--- src/rtl/cpu_pkg.sv ---
`default_nettype none
// ============================================================================
// Module  : cpu_pkg
// Brief   : Shared FSM encodings and decode latency classes for the
//           hazard scoreboard.
// Rev     : 1.0
// ============================================================================
package cpu_pkg;

  localparam logic [1:0] ST_RUN    = 2'd0;
  localparam logic [1:0] ST_DRAIN  = 2'd1;
  localparam logic [1:0] ST_HALTED = 2'd2;

  // Latency classes decode drives onto issue_lat
  localparam int LAT_ALU  = 0;
  localparam int LAT_LOAD = 1;

endpackage
`default_nettype wire

--- src/rtl/sb_entry.sv ---
`default_nettype none
// ============================================================================
// Module  : sb_entry
// Brief   : One register's pending-write countdown with load/decrement/clear.
// Rev     : 1.0
// ============================================================================
module sb_entry #(
  parameter int LAT_W = 2
) (
  input  logic             clk,
  input  logic             rst,
  input  logic             i_load,
  input  logic [LAT_W-1:0] i_lat,
  input  logic             i_clear,
  output logic             o_busy,
  output logic             o_busy_next
);

  logic [LAT_W-1:0] r_cnt;
  logic [LAT_W-1:0] w_cnt_next;

  // Clear beats load, load beats decrement (youngest writer wins)
  always_comb begin
    w_cnt_next = r_cnt;
    if (i_clear) begin
      w_cnt_next = '0;
    end else if (i_load) begin
      w_cnt_next = i_lat;
    end else if (r_cnt != '0) begin
      w_cnt_next = r_cnt - 1'b1;
    end
  end

  always_ff @(posedge clk or posedge rst) begin
    if (rst) begin
      r_cnt <= '0;
    end else begin
      r_cnt <= w_cnt_next;
    end
  end

  assign o_busy      = (r_cnt != '0);
  assign o_busy_next = (w_cnt_next != '0);

endmodule
`default_nettype wire

--- src/rtl/hazard_scoreboard.sv ---
`default_nettype none
// ============================================================================
// Module  : hazard_scoreboard
// Brief   : Per-register pending-write scoreboard with issue stall, flush and
//           halt-drain control.
// Rev     : 1.0
// ============================================================================
module hazard_scoreboard
  import cpu_pkg::*;
#(
  parameter int NUM_REGS = 16,
  parameter int REG_W    = 4,
  parameter int NUM_SRC  = 2,
  parameter int MAX_LAT  = 3,
  parameter int LAT_W    = 2,
  parameter int ZERO_REG = 1
) (
  input  logic                     clk,
  input  logic                     rst,
  input  logic                     issue_valid,
  input  logic [NUM_SRC*REG_W-1:0] issue_src,
  input  logic [NUM_SRC-1:0]       issue_src_vld,
  input  logic                     issue_wr,
  input  logic [REG_W-1:0]         issue_dst,
  input  logic [LAT_W-1:0]         issue_lat,
  input  logic                     flush,
  input  logic                     hlt_req,
  output logic                     issue_ready,
  output logic                     stall,
  output logic [NUM_REGS-1:0]      busy_mask,
  output logic                     halted,
  output logic [15:0]              stall_count
);

  logic [NUM_REGS-1:0] w_busy;
  logic [NUM_REGS-1:0] w_busy_next;
  logic [NUM_REGS-1:0] w_load;
  logic [LAT_W-1:0]    w_lat_sat;
  logic                w_hazard;
  logic                w_run;
  logic [1:0]          r_state;
  logic [1:0]          w_state_next;
  logic [15:0]         r_stall_cnt;

  // Hazard uses the pre-update counters, so a same-cycle writer never self-stalls
  always_comb begin
    w_hazard = 1'b0;
    for (int j = 0; j < NUM_SRC; j++) begin
      if (issue_src_vld[j] && w_busy[issue_src[j*REG_W +: REG_W]] &&
          !((ZERO_REG != 0) && (issue_src[j*REG_W +: REG_W] == '0))) begin
        w_hazard = 1'b1;
      end
    end
    w_hazard = w_hazard & issue_valid;
  end

  assign w_lat_sat   = (32'(issue_lat) > MAX_LAT) ? LAT_W'(MAX_LAT) : issue_lat;
  assign issue_ready = w_run & issue_valid & ~w_hazard & ~flush & ~hlt_req;
  assign stall       = w_run & w_hazard & ~flush;

  generate
    for (genvar r = 0; r < NUM_REGS; r++) begin : g_entry
      assign w_load[r] = issue_ready & issue_wr & (issue_dst == REG_W'(r)) &
                         !((ZERO_REG != 0) && (r == 0));

      sb_entry #(
        .LAT_W (LAT_W)
      ) u_entry (
        .clk         (clk),
        .rst         (rst),
        .i_load      (w_load[r]),
        .i_lat       (w_lat_sat),
        .i_clear     (flush),
        .o_busy      (w_busy[r]),
        .o_busy_next (w_busy_next[r])
      );
    end
  endgenerate

  assign busy_mask = w_busy;

  always_ff @(posedge clk or posedge rst) begin
    if (rst) begin
      r_state <= ST_RUN;
    end else begin
      r_state <= w_state_next;
    end
  end

  // Drain completes on the edge that empties the last counter
  always_comb begin
    w_state_next = r_state;
    case (r_state)
      ST_RUN:    if (hlt_req) w_state_next = ST_DRAIN;
      ST_DRAIN:  if (w_busy_next == '0) w_state_next = ST_HALTED;
      ST_HALTED: w_state_next = ST_HALTED;
      default:   w_state_next = ST_RUN;
    endcase
  end

  always_comb begin
    w_run  = (r_state == ST_RUN);
    halted = (r_state == ST_HALTED);
  end

  always_ff @(posedge clk or posedge rst) begin
    if (rst) begin
      r_stall_cnt <= '0;
    end else if (stall && (r_stall_cnt != 16'hFFFF)) begin
      r_stall_cnt <= r_stall_cnt + 16'd1;
    end
  end

  assign stall_count = r_stall_cnt;

endmodule
`default_nettype wire

--- config.mk ---
export PLATFORM = sky130hd
export DESIGN_NAME = hazard_scoreboard
export DESIGN_NICKNAME = d
export VERILOG_FILES = /design/src/rtl/cpu_pkg.sv /design/src/rtl/sb_entry.sv /design/src/rtl/hazard_scoreboard.sv
export SDC_FILE = /design/constraint.sdc
export NUM_CORES = 1
export LEC_CHECK = 0
export BUFFER_PORTS_ARGS = -buffer_cell sky130_fd_sc_hd__buf_2
export CORE_MARGIN = 1.5
export CORE_UTILIZATION = 40
export DETAILED_ROUTE_END_ITERATION = 16
export GPL_ROUTABILITY_DRIVEN = 0
export PLACE_DENSITY_LB_ADDON = 0.15
export SLEW_MARGIN = 10
export SYNTH_ARGS = -nofsm -noshare
export SYNTH_HDL_FRONTEND = slang
export SYNTH_SLANG_ARGS = --single-unit
--- constraint.sdc ---
create_clock -name clk -period 3.2 [get_ports clk]
set_clock_uncertainty 0.05 [all_clocks]
set_input_delay 0.16 -clock clk [delete_from_list [all_inputs] [get_ports clk]]
set_output_delay 0.16 -clock clk [all_outputs]
set_load 0.02 [all_outputs]
# Word level (Yosys, flattened, before mapping)
# Index checks and enable logic that the tools add are counted.
word_totals:
  reg_bits: 50
  latchBits: 0
  mem_bits_rw: 0
  rom_bits: 0
  input_bits: 22
  out_inout_bits: 35
  memories: 0
classes:
  addsub: 17
  n_mul: 0
  n_div: 0
  n_lt_le_gt_ge: 2
  eq_ne: 20
  shift: 0
  muxes: 56
  bitwise_logic: 26
  reduce_logical: 44
op_table:
  columns: ["op", "count"]
  rows:
  - ["$mux 2", 49]
  - ["$reduce_bool 2->1", 32]
  - ["$eq 4x4->1 const B", 8]
  - ["$sub 2x1->2 const B", 16]
  - ["$and 1x1->1", 23]
  - ["$add 16x1->16 const B", 1]
  - ["$eq 4x3->1 const B", 4]
  - ["$logic_not 16->1", 1]
  - ["$ne 16x16->1 const B", 1]
  - ["$lt 4x5->1 const B", 2]
  - ["$bmux 1 s4", 2]
  - ["$eq 4x2->1 const B", 2]
  - ["$logic_not 4->1", 2]
  - ["$pmux 2 s3", 1]
  - ["$logic_and 1x1->1", 5]
  - ["$eq 4x1->1 const B", 1]
  - ["$mux 1", 4]
  - ["$ne 2x2->1 const B", 2]
  - ["$not 1->1", 3]
  - ["$eq 2x1->1 const B", 1]
  - ["$eq 2x2->1 const B", 1]
  - ["$logic_not 1->1", 2]
  - ["$logic_not 2->1", 1]
  - ["$reduce_and 2->1", 1]

# Logic depth before layout (Yosys ltp)
# Gate-level depths: netlist (run 1).
logic_depth:
  word_depth: 20
  ltp_mapped: 12
  ltp_nobuf: 12

# Cells and area by module
# A second synthesis (run 1) with hierarchy kept.
unflattened:
  hier_cells: 377
  hier_area_um2: 3315.7
by_module_without_submodules:
  columns: ["module", "instances", "cells_each", "area_each_um2", "seq_area_each_um2"]
  rows:
  - ["sb_entry", 16, 13, 108.9, 50.0]
  - ["hazard_scoreboard", 1, 169, 1574.0, 450.4]

# Least setup slack after synthesis (run 1)
# No wires, ideal clock.
synth_timing:
  kind: "register to register"
  from: "register g_entry[8].u_entry.r_cnt[1]"
  to: "register r_state[0]"
  setup_ns: 0.128
  arrival_time_ns: 3.265
  setup_slack_ns: -0.243
  path_stages_with_launch: 11
  synth_period_minus_slack_ns: 3.443
  path_cell_list: "dfrtp_1 > nor3_1 > a211oi_1 > a2111oi_0 > nor4_4 > or4_4 > nor2_2 > mux2_2 > a2111oi_2 > a32oi_1 > mux2_1"
synth_between:
  elab_chain_len: 20
  word_cells_on_any_way: 82
  cone_classes: "add/sub: 1; eq/ne: 1; mux: 37; bitwise: 21; reduce/logical: 22"
synth_lines:
  columns: ["element", "line", "rtl"]
  rows:
  - ["start: declaration", "sb_entry.sv:19", "logic [LAT_W-1:0] r_cnt;"]
  - ["start signal: assignment", "sb_entry.sv:38", "r_cnt <= w_cnt_next;"]
  - ["$reduce_bool 2->1", "sb_entry.sv:29, sb_entry.sv:42", null]
  - ["$bmux 1 s4", "hazard_scoreboard.sv:49", "if (issue_src_vld[j] && w_busy[issue_src[j*REG_W +: REG_W]] &&"]
  - ["$mux 1 (not written as such)", "hazard_scoreboard.sv:49", null]
  - ["$logic_and 1x1->1 (2 in series)", "hazard_scoreboard.sv:49", null]
  - ["$mux 1 (2 in series)", "hazard_scoreboard.sv:49", null]
  - ["$and 1x1->1", "hazard_scoreboard.sv:54", "w_hazard = w_hazard & issue_valid;"]
  - ["$not 1->1", "hazard_scoreboard.sv:58", "assign issue_ready = w_run & issue_valid & ~w_hazard & ~flush & ~hlt_req;"]
  - ["$and 1x1->1 (3 in series)", "hazard_scoreboard.sv:58", null]
  - ["$and 1x1->1 (2 in series)", "hazard_scoreboard.sv:63", "assign w_load[r] = issue_ready & issue_wr & (issue_dst == REG_W'(r)) &"]
  - ["$mux 2", "sb_entry.sv:27", "end else if (i_load) begin"]
  - ["$mux 2", "sb_entry.sv:25", "if (i_clear) begin"]
  - ["$reduce_bool 2->1", "sb_entry.sv:43", "assign o_busy_next = (w_cnt_next != '0);"]
  - ["$logic_not 16->1 (*)", "hazard_scoreboard.sv:95", "ST_DRAIN: if (w_busy_next == '0) w_state_next = ST_HALTED;"]
  - ["$ne 2x2->1 (no source line) (*)", null, null]
  - ["$reduce_and 2->1 (no source line) (*)", null, null]
  - ["end signal: assignment", "hazard_scoreboard.sv:86", "r_state <= w_state_next;"]
  - ["end: declaration", "hazard_scoreboard.sv:41", "logic [1:0] r_state;"]
# Mark *: on every way between the ends. The rest lies on a longest branch, timed or not. The select of a mux whose other input is x is not followed.
# A chain may end at the register's enable or synchronous reset.

# Worst setup path in the final report (run 1)
layout_timing:
  from: "register g_entry[1].u_entry.r_cnt[1]"
  to: "register r_state[1]"
layout_between:
  elab_chain_len: 20
  word_cells_on_any_way: 82
  cone_classes: "add/sub: 1; eq/ne: 1; mux: 37; bitwise: 21; reduce/logical: 22"
layout_lines:
  columns: ["element", "line"]
  rows:
  - ["start: declaration", "sb_entry.sv:19"]
  - ["start signal: assignment", "sb_entry.sv:38"]
  - ["$reduce_bool 2->1", "sb_entry.sv:29, sb_entry.sv:42"]
  - ["$bmux 1 s4", "hazard_scoreboard.sv:49"]
  - ["$mux 1 (not written as such)", "hazard_scoreboard.sv:49"]
  - ["$logic_and 1x1->1 (2 in series)", "hazard_scoreboard.sv:49"]
  - ["$mux 1 (2 in series)", "hazard_scoreboard.sv:49"]
  - ["$and 1x1->1", "hazard_scoreboard.sv:54"]
  - ["$not 1->1", "hazard_scoreboard.sv:58"]
  - ["$and 1x1->1 (3 in series)", "hazard_scoreboard.sv:58"]
  - ["$and 1x1->1 (2 in series)", "hazard_scoreboard.sv:63"]
  - ["$mux 2", "sb_entry.sv:27"]
  - ["$mux 2", "sb_entry.sv:25"]
  - ["$reduce_bool 2->1", "sb_entry.sv:43"]
  - ["$logic_not 16->1 (*)", "hazard_scoreboard.sv:95"]
  - ["$ne 2x2->1 (no source line) (*)", null]
  - ["$reduce_and 2->1 (no source line) (*)", null]
# Marks and branches as above.

==> results of run 1 <==
-- stage by stage --
stage           util  TNS (ps)  worst slack (ps)  hold slack [ps]  total power [W]
2_1_floorplan      -      -203              -102              258         0.000885
5_1_grt        0.579     -1380              -208              155          0.00159
4_1_cts        0.569     -27.9             -14.0             90.4          0.00152
6_report       0.579      -204             -95.5             61.3          0.00152
3_5_place_dp   0.533      -497              -246              427          0.00103
3_3_place_gp   0.533      -414              -208              423          0.00102
-- placed cells by master, fill, tap and decap left out, types with 4 or more instances in the layout --
cell type / count
mux2i_1: 16
nor2_2: 4
xnor2_1: 8
clkbuf_8: 5
or2_2: 7
nor3_1: 6
nor2_1: 35
nor3b_1: 7
a21oi_1: 10
ha_1: 5
and3_1: 6
buf_2: 56
inv_1: 28
nand4_1: 6
nand2b_1: 6
dfrtp_1: 50
xor2_1: 7
buf_4: 87
nor4_4: 6
o21ai_0: 7
nor2b_1: 10
nand3_1: 17
nand3b_1: 7
mux2_4: 4
nand2_1: 30
-- metal layers --
| metal | share of wire | vias up |
|---|---|---|
| li1 | - | 1524 |
| met1 | 0.45 | 1466 |
| met2 | 0.45 | 109 |
| met3 | 0.061 | 27 |
| met4 | 0.035 | 0 |
| met5 | 0 | - |
-- registers in the layout (all words and copies together), names as in the netlist --
register	count
r_state	2
stall_count	16
g_entry.u_entry.r_cnt	32
-- worst register-to-register path, delay by kind of cell (launching register included) --
kind | cells | cell delay (ps)
AO/OA/AOI/OAI | 4 | 750
buffers and inverters | 2 | 320
flip-flops | 1 | 400
multiplexers | 2 | 660
AND/OR/NAND/NOR | 4 | 1000
-- kinds of logic (layout without fill, tap and decap cells) --
family          after synthesis  count (layout)
mux                          29              29
flops                        50              50
xor+xnor                     15              15
fa+ha+maj                     5               5
buf+inv                      57             184
simple gates                166             166
compound gates               47              47
-- final cells by class --
class                      instances  area, um2  share of cell area
clock buffer                       5       68.8              0.0151
clock inverter                     2       38.8             0.00853
inverter                          31        116              0.0256
multi-input combinational        262       1970               0.433
sequential                        50       1250               0.275
tap                              102        128              0.0281
timing repair buffer             146        976               0.215
-- path summary, 6_finish.rpt --
check                      slack (ps)                        start  depth (start not counted)                           end
setup reg to reg                 -100  g_entry[1].u_entry.r_cnt[1]                         12                    r_state[1]
min in group clk                  140                 issue_lat[0]                          3   g_entry[4].u_entry.r_cnt[0]
hold / removal                     60                          rst                          2  g_entry[13].u_entry.r_cnt[0]
max in group asynchronous        2380                          rst                          2                    r_state[1]
hold reg to reg                   450              stall_count[12]                          1               stall_count[12]
setup / recovery                 -100  g_entry[1].u_entry.r_cnt[1]                         12                    r_state[1]
-- timing repair --
item	in CTS	in global routing
pin swaps	11	7
endpoints found under the setup margin	6	10
buffers inserted	4	3
hold endpoints to repair	0	0
gates resized for setup	33	8
-- report_power, final --
part	internal [W]	total, W	switching (W)
clock	0.000230	0.000448	0.000217
sequential	0.000661	0.000689	0.0000283
combinational	0.000174	0.000384	0.000210
==> run_results.csv, run 1 <==
group,metric,value,unit
synthesis,synthAdderAreaFrac,0.0190,
timing,period_needed,3300,ps
clock_tree,cts_buffers,5,
timing,finalHoldViolCount,0,
synthesis,synth-xor-area-share,0.0399,
floorplan,start_util,0.420,
synthesis,yosys_warnings,0,
global_routing,grt_max_degree,51,
power_and_ir_drop,powerDensity,335,nW/um2
synthesis,synth_async_sr_flop_share,1.00,
global_routing,grtUsageMet1,0.295,
final_layout,drive_above_1_share,0.413,
global_routing,use_met2,0.368,
synthesis,synth_ff_type,"dfrtp_1",
synthesis,yosysSeqAreaShare,0.380,
drt,ant_nets,0,
global_routing,busiest_layer,"met2",
timing,max_slew_margin,0.286,
clock_tree,ctsHtreeMaxLevel,2,
floorplan,fp.dieH,93.7,um
synthesis,yosys.area.top_type_share,0.380,
global_routing,grt_pass1_wl,15100,um
synthesis,synth_edf_count,0,
timing,rsz0062_at_grt,"true",
clock_tree,clk_pin_slew,90,ps
final_layout,antenna_cells,0,
synthesis,ys_top_cells_by_area,"dfrtp_1 38%, mux2i_1 6.1%, nor2_1 4.6%",
clock_tree,clock-sinks,50,
synthesis,synth_compound_area_frac,0.100,
synthesis,ys_seq_elements,50,
global_routing,grt_pass1_vias,3056,
final_layout,area_growth,38.0,%
drt,vias_per_cell,5.23,
synthesis,syn_inst,369,
global_routing,grt_use_met3,0.0364,
synthesis,synth_area,3290,um2
place,dp.cells,584,
floorplan,core,7850,um2
floorplan,rows,32,
floorplan,die_x,93.7,um
global_routing,grt_usage,0.225,
floorplan,pin_count,57,
worst_setup_path,path_cells,"nor2_2, buf_4, o22ai_1, o41ai_1, buf_4, nor4_4, or4_4, mux2_4, a211oi_2, and4_1, a32oi_2, mux2_4",
place,dp_hpwl,7070,um
drt,drc,0,
synthesis,synth.distinct_cells,55,
clock_tree,postCtsHoldBufs,0,
worst_setup_path,crit_buf_inv,2,
place,port_buffers,56,
worst_setup_path,cp-start-kind,"flip-flop",
clock_tree,clock_path_buffers,2,
drt,dr.pass1.iters,4,
place,place_area,4180,um2
timing,min_period_over_period,1.03,
power_and_ir_drop,ir_drop,0.000286,V
power_and_ir_drop,leakagePower,2.35,nW
timing,tightest_slew,1070,ps
final_layout,nets,523,
final_layout,design_area,4550,um2
synthesis,netlist.top_cell.by_area,"dfrtp_1",
drt,wirelength,9620,um
floorplan,dieArea,8790,um2
hold_path,hold_class,"in -> async",
synthesis,synth_mux_area_frac,0.103,
timing,finalSetupViolations,4,
timing,fmax,303,MHz
synthesis,synth_simple_gate_area_frac,0.272,
status,violations,"negative setup slack",
status,status,"complete, but fails checks",
synthesis,synth_fp_nets,396,
clock_tree,cts_tree,"yes",
worst_setup_path,path_class,"reg -> reg",
final_layout,fin_cells,598,
worst_setup_path,cp.arrival,3440,ps
timing,worst_slack,-95.5,ps
global_routing,grt.overflow.total,0,
drt,num_vias,3126,
worst_setup_path,critPathMaxFanout,5,
synthesis,yosysMostFrequentCell,"dfrtp_1",
drt,wl_per_cell,16.1,um
worst_setup_path,crit_family,"simple AND/OR/NAND/NOR gates",
clock_tree,clk_latency,310,ps
worst_setup_path,endpoint_kind,"flip-flop",
run,drv_cap,0,
timing,timing.final.max_slew_violations,0,
worst_setup_path,max_stage_delay,530,ps
drt,drtIter0Drc,217,
worst_setup_path,worst_path_max_delay_cell,"or4_4",
final_layout,fillers,714,
global_routing,antenna_found_initial,0,
clock_tree,root_buffer,"clkbuf_8",
synthesis,avgSynthCellArea,8.92,um2
synthesis,synthTopCellsByCount,"50 x dfrtp_1, 40 x nor2_1, 30 x nand2_1",
synthesis,synth_top_family_by_area,"simple AND/OR/NAND/NOR gates",
worst_setup_path,worstPathRequired,3340,ps
No activity file was read; power rests on OpenSTA's default activity.
==> run 2, diff against run 1 <==
--- a/config.mk
+++ b/config.mk
@@ -5,12 +5,15 @@
 export SDC_FILE = /design/constraint.sdc
 export NUM_CORES = 1
 export LEC_CHECK = 0
+export ABC_AREA = 1
 export BUFFER_PORTS_ARGS = -buffer_cell sky130_fd_sc_hd__buf_2
+export CORE_ASPECT_RATIO = 1.5
 export CORE_MARGIN = 1.5
 export CORE_UTILIZATION = 40
 export DETAILED_ROUTE_END_ITERATION = 16
 export GPL_ROUTABILITY_DRIVEN = 0
 export PLACE_DENSITY_LB_ADDON = 0.15
+export REMOVE_ABC_BUFFERS = 1
 export SLEW_MARGIN = 10
 export SYNTH_ARGS = -nofsm -noshare
 export SYNTH_HDL_FRONTEND = slang
==> run 2 against run 1 <==
  * The run now ends clean
  * Combinational power down 7.0%
  * Via count up 3.6%
  * Sequential share of layout area up 4.6 points
  * Cell area down 14%
  * Synthesized area up 7.0%
  * Register-to-register slack better by 450 ps
  * Core utilization down 12 points
  * Total power up 7.1%
  * Count of clock-buffer cells in the layout unchanged
  * Clock power up 25%
  * Sequential cell count unchanged
  * Critical path type unchanged
  * Highest routed layer unchanged
==> run_results.csv, run 2 <==
group,metric,value,unit
status,status,"finished clean",
synthesis,yosysSeqAreaShare,0.355,
synthesis,synth.distinct_cells,29,
power_and_ir_drop,seq_power_share,0.437,
synthesis,netlist.top_cell.by_area,"dfrtp_1",
synthesis,ys_seq_elements,50,
drt,wirelength,8710,um
timing,timing.final.max_slew_violations,0,
hold_path,hold_depth,2,
clock_tree,cts_setup_buffers,0,
final_layout,largest-register,"g_entry.u_entry.r_cnt",
final_layout,design_area,3890,um2
synthesis,yosys.area.top_type_share,0.355,
hold_path,hold_class,"in -> reg",
timing,finalSetupViolations,0,
clock_tree,clk_pin_slew,70,ps
timing,tightest_slew,1030,ps
drt,vias_per_cell,4.85,
global_routing,grt.overflow.total,0,
timing,min_period_over_period,0.888,
clock_tree,clock-sinks,50,
global_routing,grt_pass1_vias,2943,
power_and_ir_drop,switching_share,0.337,
run,drv_cap,0,
place,dp.cells,659,
drt,drtIter0Drc,221,
final_layout,antenna_cells,0,
final_layout,nets,586,
synthesis,synth_simple_gate_area_frac,0.423,
final_layout,final_common_cell,"nand2_1",
timing,fmax,352,MHz
final_layout,largest_reg_flops,32,
synthesis,synth_top_family_by_area,"simple AND/OR/NAND/NOR gates",
power_and_ir_drop,ir_drop,0.000306,V
drt,dr.pass1.iters,4,
floorplan,dieArea,9390,um2
synthesis,avgSynthCellArea,6.71,um2
clock_tree,cts_resized,0,
synthesis,synth_ff_type,"dfrtp_1",
drt,wl_per_cell,13.1,um
synthesis,synth_compound_area_frac,0.00604,
final_layout,area_growth,10.5,%
final_layout,layout_common_cells,"149 x nand2_1, 90 x inv_1, 64 x nand3_1",
timing,period_needed,2840,ps
floorplan,pin_count,57,
global_routing,grt_pass1_wl,13600,um
synthesis,ys_top_cells_by_area,"dfrtp_1 36%, nand2_1 16%, inv_1 9.7%",
drt,num_vias,3238,
place,port_buffers,56,
floorplan,start_util,0.416,
power_and_ir_drop,powerDensity,418,nW/um2
final_layout,drive_above_1_share,0.150,
power_and_ir_drop,p_sw,0.000549,W
power_and_ir_drop,leakagePower,2.45,nW
drt,drc,0,
synthesis,yosysMostFrequentCell,"nand2_1",
clock_tree,clock_path_buffers,2,
power_and_ir_drop,pwr-share-clk,0.344,
place,place_area,3740,um2
worst_setup_path,endpoint_kind,"flip-flop",
power_and_ir_drop,intPower,0.00108,W
final_layout,fin_cells,667,
clock_tree,postCtsHoldBufs,0,
timing,max_slew_margin,0.310,
timing,finalHoldViolCount,0,
synthesis,synth_async_sr_flop_share,1.00,
synthesis,syn_inst,525,
floorplan,fp.dieH,118,um
synthesis,synthAdderAreaFrac,0.0178,
drt,ant_nets,0,
floorplan,die_x,79.6,um
global_routing,antenna_found_initial,0,
floorplan,rows,41,
clock_tree,cts_tree,"yes",
final_layout,fillers,903,
worst_setup_path,cp.arrival,2990,ps
power_and_ir_drop,p_comb_frac,0.219,
synthesis,synthTopCellsByCount,"149 x nand2_1, 91 x inv_1, 64 x nand3_1",
worst_setup_path,cp-start-kind,"flip-flop",
synthesis,yosys_warnings,0,
worst_setup_path,critPathMaxFanout,46,
clock_tree,cts_buffers,5,
place,dp_hpwl,6770,um
worst_setup_path,r2r_cells,18,
timing,rsz0062_at_grt,"false",
synthesis,synth-xor-area-share,0.0373,
clock_tree,root_buffer,"clkbuf_16",
synthesis,synth_area,3520,um2
synthesis,synth_edf_count,0,
timing,setup_tns,0,ps
global_routing,grt_usage,0.190,
clock_tree,clk_latency,300,ps
worst_setup_path,path_class,"reg -> reg",
global_routing,grt_max_degree,51,
floorplan,core,8460,um2
clock_tree,ctsHtreeMaxLevel,2,
synthesis,synth_mux_area_frac,0,
worst_setup_path,worstPathRequired,3350,ps
[run 2: cell count changes after synthesis, sizes merged, moves of 9 or more]
cell   before  now
nand2      30  152
inv        30   96
nand3      17   66
nand4       6   36
mux2i      20    0
nor2       42   58
nor2b      11    0
a21oi      10    1
nor3b       9    0
[run 2: power groups by stage]
stage / registers, W / logic [W] / clock network [W]
6_report: 0.000712 / 0.000357 / 0.000560
4_1_cts: 0.000712 / 0.000362 / 0.000573
5_1_grt: 0.000721 / 0.000398 / 0.000601
2_1_floorplan: 0.000748 / 0.000213 / 0
3_5_place_dp: 0.000723 / 0.000362 / 0
3_3_place_gp: 0.000725 / 0.000354 / 0
[run 2: final cells by class]
cell class	count	area (um2)	area share
clock inverters	3	28.8	0.00739
repair buffers	57	288	0.0739
flip-flops and latches	50	1250	0.321
inverters	96	360	0.0925
multi-input cells	349	1710	0.438
clock buffers	5	125	0.0321
well taps	107	134	0.0344
[run 2: logic make-up (layout without fill, tap and decap cells)]
| kind of cell | after synthesis | count (layout) |
|---|---|---|
| simple gates | 325 | 325 |
| compound gates | 4 | 4 |
| fa+ha+maj | 5 | 5 |
| buf+inv | 126 | 161 |
| xor+xnor | 15 | 15 |
| flops | 50 | 50 |
[run 2: metal layers]
metal / up-vias / part of all wire / track usage
met5: - / 0 / 0
met4: 0 / 0.021 / 0.0658
met3: 12 / 0.035 / 0.0310
met2: 72 / 0.55 / 0.362
met1: 1466 / 0.40 / 0.201
li1: 1688 / - / -
[run 2: worst max-delay path, stage by stage, from the launching register on]
cell and delay [ps]:
dfrtp_1 400, or2_1 260, or2_1 220, nand3_1 90, nand2_1 60, nand3_2 90
nand2_4 70, nor2_8 430, nand4_1 170, nand3_1 150, nand2_1 60, nor2_1 160
nand2_1 70, nor2_1 110, nand2_1 70, nand2_2 70, nand2_1 70, nand2_1 60
nand2_1 40
[run 2: stage by stage]
step | util | setup WS [ps] | power [W] | hold slack (ps)
global route | 0.460 | 57.0 | 0.00172 | 53.7
global placement | 0.442 | 438 | 0.00108 | 354
detailed placement | 0.442 | 377 | 0.00108 | 365
floorplan | - | 658 | 0.000962 | 176
CTS | 0.460 | 364 | 0.00165 | 45.5
finish | 0.460 | 359 | 0.00163 | 44.3
[run 2: worst paths after layout]
check / from / endpoint / slack, ps
setup / recovery: g_entry[1].u_entry.r_cnt[1] / r_state[0] / 360
hold / removal: flush / g_entry[0].u_entry.r_cnt[1] / 40
setup reg to reg: g_entry[1].u_entry.r_cnt[1] / r_state[0] / 360
hold reg to reg: g_entry[0].u_entry.r_cnt[0] / g_entry[0].u_entry.r_cnt[0] / 430
max in group asynchronous: rst / g_entry[15].u_entry.r_cnt[1] / 2410
min in group asynchronous: rst / stall_count[13] / 60
